--- src/rtl/dps_enc_37_seq_if.sv ---
// Handshake bundle for the 37-bit DPS (Fibonacci-weighted) encoder.
// Ports: in_valid/in_ready/in_data = word channel; out_valid/out_ready/out_code/out_err = result channel.
// Modports: slave = encoder side, master = word source / result sink side.
`ifndef FNS_VH
`define FNS_VH
`define DBLEN37 27
`define FNS01 28'd1
`define FNS02 28'd2
`define FNS03 28'd3
`define FNS04 28'd5
`define FNS05 28'd8
`define FNS06 28'd13
`define FNS07 28'd21
`define FNS08 28'd34
`define FNS09 28'd55
`define FNS10 28'd89
`define FNS11 28'd144
`define FNS12 28'd233
`define FNS13 28'd377
`define FNS14 28'd610
`define FNS15 28'd987
`define FNS16 28'd1597
`define FNS17 28'd2584
`define FNS18 28'd4181
`define FNS19 28'd6765
`define FNS20 28'd10946
`define FNS21 28'd17711
`define FNS22 28'd28657
`define FNS23 28'd46368
`define FNS24 28'd75025
`define FNS25 28'd121393
`define FNS26 28'd196418
`define FNS27 28'd317811
`define FNS28 28'd514229
`define FNS29 28'd832040
`define FNS30 28'd1346269
`define FNS31 28'd2178309
`define FNS32 28'd3524578
`define FNS33 28'd5702887
`define FNS34 28'd9227465
`define FNS35 28'd14930352
`define FNS36 28'd24157817
`define FNS37 28'd39088169
`endif

interface dps_enc_37_seq_if;
  logic                  in_valid;
  logic                  in_ready;
  logic [`DBLEN37-1:0]   in_data;
  logic                  out_valid;
  logic                  out_ready;
  logic [36:0]           out_code;
  logic                  out_err;

  modport slave (
    input  in_valid, in_data, out_ready,
    output in_ready, out_valid, out_code, out_err
  );

  modport master (
    output in_valid, in_data, out_ready,
    input  in_ready, out_valid, out_code, out_err
  );
endinterface

--- src/rtl/dps_enc_37_seq.sv ---
// Purpose: sequential greedy encoder of a binary word into a 37-bit DPS (Fibonacci-weighted) codeword.
// Latency: in-range word accepted at edge N -> out_valid after edge N+37; out-of-range -> after edge N+1.
// Backpressure: one word in flight; in_ready only in IDLE; result held stable until out_ready.
// Ports: clk, rst (sync, active-high); bus (slave modport): in_valid/in_ready/in_data,
//        out_valid/out_ready/out_code/out_err.
`ifndef FNS_VH
`define FNS_VH
`define DBLEN37 27
`define FNS01 28'd1
`define FNS02 28'd2
`define FNS03 28'd3
`define FNS04 28'd5
`define FNS05 28'd8
`define FNS06 28'd13
`define FNS07 28'd21
`define FNS08 28'd34
`define FNS09 28'd55
`define FNS10 28'd89
`define FNS11 28'd144
`define FNS12 28'd233
`define FNS13 28'd377
`define FNS14 28'd610
`define FNS15 28'd987
`define FNS16 28'd1597
`define FNS17 28'd2584
`define FNS18 28'd4181
`define FNS19 28'd6765
`define FNS20 28'd10946
`define FNS21 28'd17711
`define FNS22 28'd28657
`define FNS23 28'd46368
`define FNS24 28'd75025
`define FNS25 28'd121393
`define FNS26 28'd196418
`define FNS27 28'd317811
`define FNS28 28'd514229
`define FNS29 28'd832040
`define FNS30 28'd1346269
`define FNS31 28'd2178309
`define FNS32 28'd3524578
`define FNS33 28'd5702887
`define FNS34 28'd9227465
`define FNS35 28'd14930352
`define FNS36 28'd24157817
`define FNS37 28'd39088169
`endif

module dps_enc_37_seq (
  input  logic            clk,
  input  logic            rst,
  dps_enc_37_seq_if.slave bus
);

  // One spare bit so compare/subtract can never wrap.
  localparam int RW = `DBLEN37 + 1;
  localparam logic [RW-1:0] DMAX = `FNS36 + `FNS36 + `FNS37 + `FNS37 - 28'd2;

  typedef enum logic [1:0] {IDLE, CALC, DONE} state_t;

  state_t          state;
  state_t          state_nxt;
  logic [RW-1:0]   rem;
  logic [5:0]      step;
  logic [36:0]     code;
  logic            err;
  logic            vld;

  logic [5:0]      cur_bit;
  logic [RW-1:0]   cur_w;
  logic            take;
  logic            in_range;
  logic            last_step;

  // Resolution order: bit 35 (2*F36, the largest weight) first, then 36, then 34 down to 0.
  function automatic logic [5:0] bit_of(input logic [5:0] s);
    if (s == 6'd0)      return 6'd35;
    else if (s == 6'd1) return 6'd36;
    else                return 6'd36 - s;
  endfunction

  function automatic logic [RW-1:0] weight(input logic [5:0] b);
    case (b)
      6'd0:  return `FNS01;
      6'd1:  return `FNS02;
      6'd2:  return `FNS03;
      6'd3:  return `FNS04;
      6'd4:  return `FNS05;
      6'd5:  return `FNS06;
      6'd6:  return `FNS07;
      6'd7:  return `FNS08;
      6'd8:  return `FNS09;
      6'd9:  return `FNS10;
      6'd10: return `FNS11;
      6'd11: return `FNS12;
      6'd12: return `FNS13;
      6'd13: return `FNS14;
      6'd14: return `FNS15;
      6'd15: return `FNS16;
      6'd16: return `FNS17;
      6'd17: return `FNS18;
      6'd18: return `FNS19;
      6'd19: return `FNS20;
      6'd20: return `FNS21;
      6'd21: return `FNS22;
      6'd22: return `FNS23;
      6'd23: return `FNS24;
      6'd24: return `FNS25;
      6'd25: return `FNS26;
      6'd26: return `FNS27;
      6'd27: return `FNS28;
      6'd28: return `FNS29;
      6'd29: return `FNS30;
      6'd30: return `FNS31;
      6'd31: return `FNS32;
      6'd32: return `FNS33;
      6'd33: return `FNS34;
      6'd34: return `FNS35;
      6'd35: return `FNS36 + `FNS36;
      6'd36: return `FNS37;
      default: return '0;
    endcase
  endfunction

  always_comb begin
    cur_bit   = bit_of(step);
    cur_w     = weight(cur_bit);
    take      = (rem >= cur_w);
    in_range  = ({1'b0, bus.in_data} <= DMAX);
    last_step = (step == 6'd36);
  end

  always_ff @(posedge clk) begin
    if (rst) state <= IDLE;
    else     state <= state_nxt;
  end

  always_comb begin
    state_nxt = state;
    case (state)
      IDLE:    if (bus.in_valid) state_nxt = in_range ? CALC : DONE;
      CALC:    if (last_step) state_nxt = DONE;
      DONE:    if (vld && bus.out_ready) state_nxt = IDLE;
      default: state_nxt = IDLE;
    endcase
  end

  // out_valid is a register: a word reaching DONE from the last CALC step
  // presents immediately, while a rejected word spends its first DONE cycle
  // committing code=0/err=1 and presents one edge later.
  always_ff @(posedge clk) begin
    if (rst) begin
      rem  <= '0;
      step <= '0;
      code <= '0;
      err  <= 1'b0;
      vld  <= 1'b0;
    end else begin
      case (state)
        IDLE: begin
          vld <= 1'b0;
          if (bus.in_valid) begin
            step <= '0;
            code <= '0;
            err  <= !in_range;
            rem  <= in_range ? {1'b0, bus.in_data} : '0;
          end
        end
        CALC: begin
          code[cur_bit] <= take;
          if (take) rem <= rem - cur_w;
          step <= step + 6'd1;
          vld  <= last_step;
        end
        DONE: begin
          if (vld && bus.out_ready) vld <= 1'b0;
          else                      vld <= 1'b1;
        end
        default: vld <= 1'b0;
      endcase
    end
  end

  assign bus.in_ready  = (state == IDLE);
  assign bus.out_valid = vld;
  assign bus.out_code  = code;
  assign bus.out_err   = err;

endmodule
--- src/flat_wrapper.sv ---
// flat-port wrapper written by rule: the top's interface ports become plain ports
module dps_enc_37_seq_flat 
  (clk, rst, bus_in_valid, bus_in_data, bus_out_ready, bus_in_ready, bus_out_valid, bus_out_code, bus_out_err);
  dps_enc_37_seq_if bus_i ();
  input  logic clk;
  input  logic rst;
  input wire logic [$bits(bus_i.in_valid)-1:0] bus_in_valid;
  input wire logic [$bits(bus_i.in_data)-1:0] bus_in_data;
  input wire logic [$bits(bus_i.out_ready)-1:0] bus_out_ready;
  output wire logic [$bits(bus_i.in_ready)-1:0] bus_in_ready;
  output wire logic [$bits(bus_i.out_valid)-1:0] bus_out_valid;
  output wire logic [$bits(bus_i.out_code)-1:0] bus_out_code;
  output wire logic [$bits(bus_i.out_err)-1:0] bus_out_err;
  assign bus_i.in_valid = bus_in_valid;
  assign bus_i.in_data = bus_in_data;
  assign bus_i.out_ready = bus_out_ready;
  assign bus_in_ready = bus_i.in_ready;
  assign bus_out_valid = bus_i.out_valid;
  assign bus_out_code = bus_i.out_code;
  assign bus_out_err = bus_i.out_err;
  dps_enc_37_seq u_core (.clk(clk), .rst(rst), .bus(bus_i));
endmodule
--- config.mk ---
export PLATFORM = sky130hd
export DESIGN_NAME = dps_enc_37_seq_flat
export DESIGN_NICKNAME = d
export VERILOG_FILES = /design/src/rtl/dps_enc_37_seq_if.sv /design/src/rtl/dps_enc_37_seq.sv /design/src/flat_wrapper.sv
export SDC_FILE = /design/constraint.sdc
export NUM_CORES = 1
export LEC_CHECK = 0
export CORE_AREA = 4 4 108 110
export DETAILED_ROUTE_END_ITERATION = 16
export DIE_AREA = 0 0 112 114
export HOLD_SLACK_MARGIN = 0.1
export PLACE_DENSITY_LB_ADDON = 0.1
export RECOVER_POWER = 25
export SYNTH_ARGS = -nofsm -noshare
export SYNTH_HDL_FRONTEND = slang
export SYNTH_SLANG_ARGS = --single-unit
--- constraint.sdc ---
create_clock -name clk -period 5.2 [get_ports clk]
set_clock_uncertainty 0.05 [all_clocks]
set_input_delay 0.52 -clock clk [delete_from_list [all_inputs] [get_ports clk]]
set_output_delay 0.52 -clock clk [all_outputs]
set_load 0.005 [all_outputs]
# --- Word-level counts from Yosys, hierarchy flattened ---
# Memory sizes are Yosys's and may differ from the RTL's.
# Cells that the tools add are included.
word_totals:
  regBits: 75
  rom_bits: 1600
  input_bits: 31
  output_inout_bits: 40
  word_cells: 52
  memories: 1
mem_list:
  columns: ["name", "depth", "word_bits", "rd", "rd_ports_with_merged_regs", "write_ports", "line_no", "source"]
  rows:
  - ["(name not given)", 64, 25, 1, 0, 0, "dps_enc_37_seq.sv:82", "case (b)"]
op_classes:
  addsub: 3
  n_lt_le_gt_ge: 4
  eq_ne: 8
  muxes: 20
  reduce_logical: 10
op_table:
  columns: ["op", "n"]
  rows:
  - ["$pmux 37 s2", 1]
  - ["$mux 28", 2]
  - ["$pmux 28 s2", 1]
  - ["$bwmux 37", 1]
  - ["$mux 37", 1]
  - ["$ge 28x28->1", 1]
  - ["$sub 28x28->28", 1]
  - ["$le 27x27->1 const B", 1]
  - ["$mux 27", 1]
  - ["$mux 6", 3]
  - ["$pmux 6 s2", 1]
  - ["$mux 2", 4]
  - ["$lt 6x7->1 const B", 1]
  - ["$add 6x1->6 const B", 1]
  - ["$demux 1 s6", 1]
  - ["$eq 6x1->1 const B", 1]
  - ["$eq 6x6->1 const B", 1]
  - ["$ge 6x1->1 const B", 1]
  - ["$logic_not 6->1", 1]
  - ["$ne 2x1->1 const B", 3]
  - ["$pmux 2 s3", 1]
  - ["$reduce_and 3->1", 2]
  - ["$sub 6x6->6 const A", 1]
  - ["$reduce_and 2->1", 2]
  - ["9 further kinds", 11]

# --- Logic depth before layout (Yosys ltp) ---
logic_depth:
  ltp_word: 9
  ltp_mapped: 24
  ltp_nobuf: 22

# --- Worst setup path after synthesis ---
# No wires, ideal clock.
synth_timing:
  kind: "register -> register"
  from: "register u_core.step[0]"
  to: "register u_core.rem[17]"
  setup_ns: 0.119
  t_arrival_ns: 4.340
  required_ns: 5.031
  setup_slack_ns: 0.691
  path_stages_with_launch: 22
  n_path_buf: 4
  period_less_slack_ns: 4.509
  path_cell_list: "dfxtp_1 inv_1 ha_1 or2_2 o21ai_1 or2_2 buf_2 buf_2 buf_2 o21ai_0 a21oi_1 ha_1 inv_1 fa_1 a21o_1 a21oi_1 o211a_1 o211ai_2 nand2_1 a31oi_1 buf_2 o221a_2"
synth_via:
  elab_chain_len: 7
  elab_cells_between_ends: 12
  cone_classes: "2 x add/sub; 1 x order compare; 2 x eq/ne; 4 x mux; 2 x reduce/logical; 1 x memory"
synth_lines:
  columns: ["item", "line_no", "source"]
  rows:
  - ["start: declaration", "dps_enc_37_seq.sv:63", "logic [5:0] step;"]
  - ["start signal: assignment", "dps_enc_37_seq.sv:171", "step <= step + 6'd1;"]
  - ["$sub 6x6->6 / $eq 6x1->1 (equally long branches)", "dps_enc_37_seq.sv:78, dps_enc_37_seq.sv:77", null]
  - ["$mux 6", "dps_enc_37_seq.sv:77", "else if (s == 6'd1) return 6'd36;"]
  - ["$mux 6 (*)", "dps_enc_37_seq.sv:76", "if (s == 6'd0) return 6'd35;"]
  - ["$mem_v2 64x25 (*)", null, null]
  - ["$sub 28x28->28 / $ge 28x28->1 (equally long branches)", "dps_enc_37_seq.sv:170, dps_enc_37_seq.sv:127", null]
  - ["$mux 28 / $ne 2x1->1 (equally long branches)", null, null]
  - ["$pmux 28 s2 / $reduce_and 3->1 (equally long branches)", null, null]
  - ["end signal: assignment", "dps_enc_37_seq.sv:165", "rem <= in_range ? {1'b0, bus.in_data} : '0;"]
  - ["end signal: assignment", "dps_enc_37_seq.sv:170", "if (take) rem <= rem - cur_w;"]
  - ["end: declaration", "dps_enc_37_seq.sv:62", "logic [RW-1:0] rem;"]
# Mark *: on every way between the ends. The rest lies on a longest branch, timed or not. The select of a mux whose other input is x is not followed.
# A chain may end at the register's enable or synchronous reset.

# --- Worst setup path in the final report ---
layout_timing:
  from: "register u_core.step[2]"
  to: "register u_core.rem[19]"
# The elaborated chain is that of the path after synthesis.

==> run_results.csv <==
group,metric,value,unit
routing,drc,0,
die,start_util,0.560,
grt,antenna_found_initial,0,
worst_hold_path,hold_class,"flip-flop to flip-flop",
setup_path,rr_startpoint,"u_core.step[2]$_SDFFE_PP0P_",
yosys,synth_top_area_share,0.251,
cts,hold_buffers,0,
setup_path,path_cells,"o21ai_0 > nand2_1 > xor2_1 > buf_4 > nand2_1 > nor2_1 > o21ai_0 > nand2_1 > ha_1 > a21oi_1 > o21ai_0 > buf_4 > or3_1 > o21ai_2 > o311ai_1 > a21oi_1 > mux2_2 > a21oi_1",
setup_path,rrSetupSlack,0.25,ns
layout,drive_gt1_frac,0.113,
yosys,ys_seq_area_frac,0.251,
setup_path,worst-r2r-cell-count,18,
cts,worstSkewPairLatency,0.38,ns
worst_hold_path,hold_path_end,"u_core.bus.out_err$_SDFFE_PP0P_",
yosys,syn_area,5990,sq um
yosys,synth_area_per_cell,7.17,sq um
pwr,clkPwrFrac,0.125,
grt,grt_pass1_vias,6402,
layout,fin_nets,989,
yosys,synth_ff_type,"dfxtp_1",
cts,cts_sinks,75,
die,io_pins,71,
setup_path,max_stage_delay,0.64,ns
yosys,synth_edf_count,0,
setup_path,required,5.47,ns
yosys,ys_types,78,
routing,drt_iter0_drc,637,
setup_path,cp.arrival,5.22,ns
grt,grt_pass1_wl,32100,microns
pwr,combPwrFrac,0.665,
sta,fmax,0.202,GHz
die,fp.coreArea,10700,sq um
sta,period_minus_slack,4.95,ns
yosys,ys_top_cells_by_count,"nand2_1, a21oi_1, nor2_1, dfxtp_1, nand3_1",
routing,routed_wl,20100,microns
cts,path_clk_slew,0.10,ns
pwr,netSwitchingFraction,0.494,
place,numPortBuffers,70,
routing,drt-pass1-iter-count,6,
setup_path,r2r-end,"u_core.rem[19]$_SDFFE_PP0P_",
sta,setup_viol,0,
sta,worst_slew_pin_slew,1.04,ns
sta,slew_violations,0,
yosys,synth_area_leader_cell,"dfxtp_1",
sta,tns,0,ns
die,placementRows,38,
yosys,ys_warn_count,0,
place,gp_congestion,1.07,
worst_hold_path,hold_depth,2,
setup_path,worstSetupPathType,"flip-flop to flip-flop",
setup_path,end_kind,"flip-flop",
layout,n_antenna_cell,0,
setup_path,cp_max_fo,16,
routing,vias,6849,
cts,cts_buffers,9,
cts,cts_root_buffer,"clkbuf_8",
pwr,ir_drop,0.000342,V
setup_path,cp_top_family,"compound AO/OA/AOI/OAI gates",
sta,whs,0.410,ns
yosys,synth.area.top_cells,"dfxtp_1, a21oi_1, ha_1, nand2_1, nand3_1",
yosys,syn_nets,905,
cts,clockBufferDepth,2,
pwr,p_per_area,490,nW/um^2
setup_path,critPathLaunchType,"flip-flop",
die,chipHeight,114,microns
grt,grt_max_degree,77,
outcome,outcome,"finished, final reports clean",
sta,rsz0062_at_grt,"false",
die,die_w,112,microns
yosys,syn-instance-count,835,
sta,finalCritPeriodShare,0.952,
pwr,p_leak,2.87,nW
place,hpwl,15000,microns
worst_hold_path,hold_start,"u_core.bus.out_err$_SDFFE_PP0P_",
job,drv_cap,0,
sta,slew_headroom,0.309,
cts,htreeDepth,3,
layout,syn2layout_area_growth,22.1,%
pwr,internal_power,1.81,mW
die,fp.dieArea,12800,sq um
routing,via_per_inst,6.44,
yosys,synth_most_common_cell,"nand2_1",
setup_path,critPathBufInv,2,
grt,grt_use_total,0.305,
pwr,p_seq_frac,0.210,
layout,n_fill_cell,901,
setup_path,crit_slowest_cell,"dfxtp_1",
routing,final_antenna_net_count,0,
pwr,p_sw,1.77,mW
yosys,ys_async_sr_fraction,0,
yosys,ys_ff_latch,75,
grt,grt_overflow_total,0,
sta,finalHoldViolations,0,
routing,routedWlPerCell,18.9,microns
cts,cts_tree,"done",
-- cell usage in the layout, fill, tap and decap left out, drive strengths merged, types with 4 or more instances in the layout --
| cell | count |
|---|---|
| or3 | 6 |
| o21ai | 44 |
| a21oi | 104 |
| dlygate4sd3 | 28 |
| nand2b | 6 |
| inv | 24 |
| nand2 | 108 |
| a31oi | 9 |
| nor2 | 83 |
| o21bai | 4 |
| a21o | 11 |
| a211oi | 8 |
| nor4 | 5 |
| o22ai | 5 |
| a22oi | 4 |
| clkbuf | 9 |
| nor3 | 38 |
| a221oi | 21 |
| nand4 | 11 |
| ha | 38 |
| nand3 | 67 |
| o21a | 5 |
| dfxtp | 75 |
| xor2 | 12 |
| o211ai | 20 |
| clkdlybuf4s50 | 41 |
| buf | 58 |
| xnor2 | 17 |
-- power by group through the flow --
stage          clock [mW]  sequential [mW]  combinational, mW
6_report            0.449            0.751               2.38
5_1_grt             0.478            0.761               2.61
4_1_cts             0.456            0.745               2.29
3_5_place_dp            0            0.758               2.28
3_3_place_gp            0            0.756               2.22
2_1_floorplan           0            0.733               1.61
-- timing repair --
item / in CTS / in global routing
endpoints found under the setup margin: 0 / 65
buffers inserted: 0 / 3
gates resized for setup: 0 / 11
endpoints found under the hold margin: 0 / 0
-- worst min-delay path, cell delays in order (launching register included) --
cell and delay (ns):
dfxtp_1 0.32, nand2_1 0.05, a21oi_1 0.05
-- logic make-up after synthesis --
group	count (synthesis)	share of synthesized area
AO/OA/AOI/OAI	268	0.291
XOR/XNOR	29	0.0424
adder cells (fa/ha/maj)	39	0.0828
buffers and inverters	75	0.0541
flip-flops	75	0.251
multiplexers	4	0.00690
AND/OR/NAND/NOR	345	0.272
-- worst max-delay path by stage --
stage               slack [ns]                         from  cells past startpoint                           to
floorplan                 0.69  u_core.step[0]$_SDFFE_PP0P_                     21  u_core.rem[17]$_SDFFE_PP0P_
global placement          0.24  u_core.step[1]$_SDFFE_PP0P_                     18  u_core.rem[19]$_SDFFE_PP0P_
detailed placement        0.08  u_core.step[0]$_SDFFE_PP0P_                     18  u_core.rem[27]$_SDFFE_PP0P_
CTS                       0.06  u_core.step[1]$_SDFFE_PP0P_                     18  u_core.rem[27]$_SDFFE_PP0P_
global route             0.009  u_core.step[0]$_SDFFE_PP0P_                     17  u_core.rem[21]$_SDFFE_PP0P_
finish                    0.25  u_core.step[2]$_SDFFE_PP0P_                     18  u_core.rem[19]$_SDFFE_PP0P_
-- through the flow --
stage	utilization	area [sq um]	power (mW)	setup slack, ns	std cells
finish	0.683	7310	3.58	0.250	1064
floorplan	-	5990	2.35	0.691	835
global placement	0.659	7050	2.97	0.237	1044
CTS	0.676	7240	3.49	0.0589	1060
detailed placement	0.659	7050	3.04	0.0781	1044
global route	0.683	7310	3.85	0.00918	1064
-- final cells by class --
cell class                 instances  area (sq um)  share of cell area
clock buffer                       9           124              0.0169
sequential                        75          1500               0.206
timing repair buffer             127          1150               0.157
clock inverter                     7          65.1             0.00890
inverter                          20          75.1              0.0103
multi-input combinational        686          4220               0.577
tap                              140           175              0.0240
-- flip-flops by register name, indices dropped and copies added, names as in the netlist --
name and flops:
u_core.step 6, u_core.state 2, u_core.bus.out_err 1, u_core.bus.out_valid 1, u_core.bus.out_code 37, u_core.rem 28
-- layer usage --
metal | vias to the layer above | track usage | routed length, microns
met1 | 3172 | 0.375 | 8160
met2 | 364 | 0.524 | 9470
met5 | - | 0 | 0
li1 | 3249 | - | -
met3 | 64 | 0.0525 | 1690
met4 | 0 | 0.141 | 777
(Power assumes the default switching activity.)
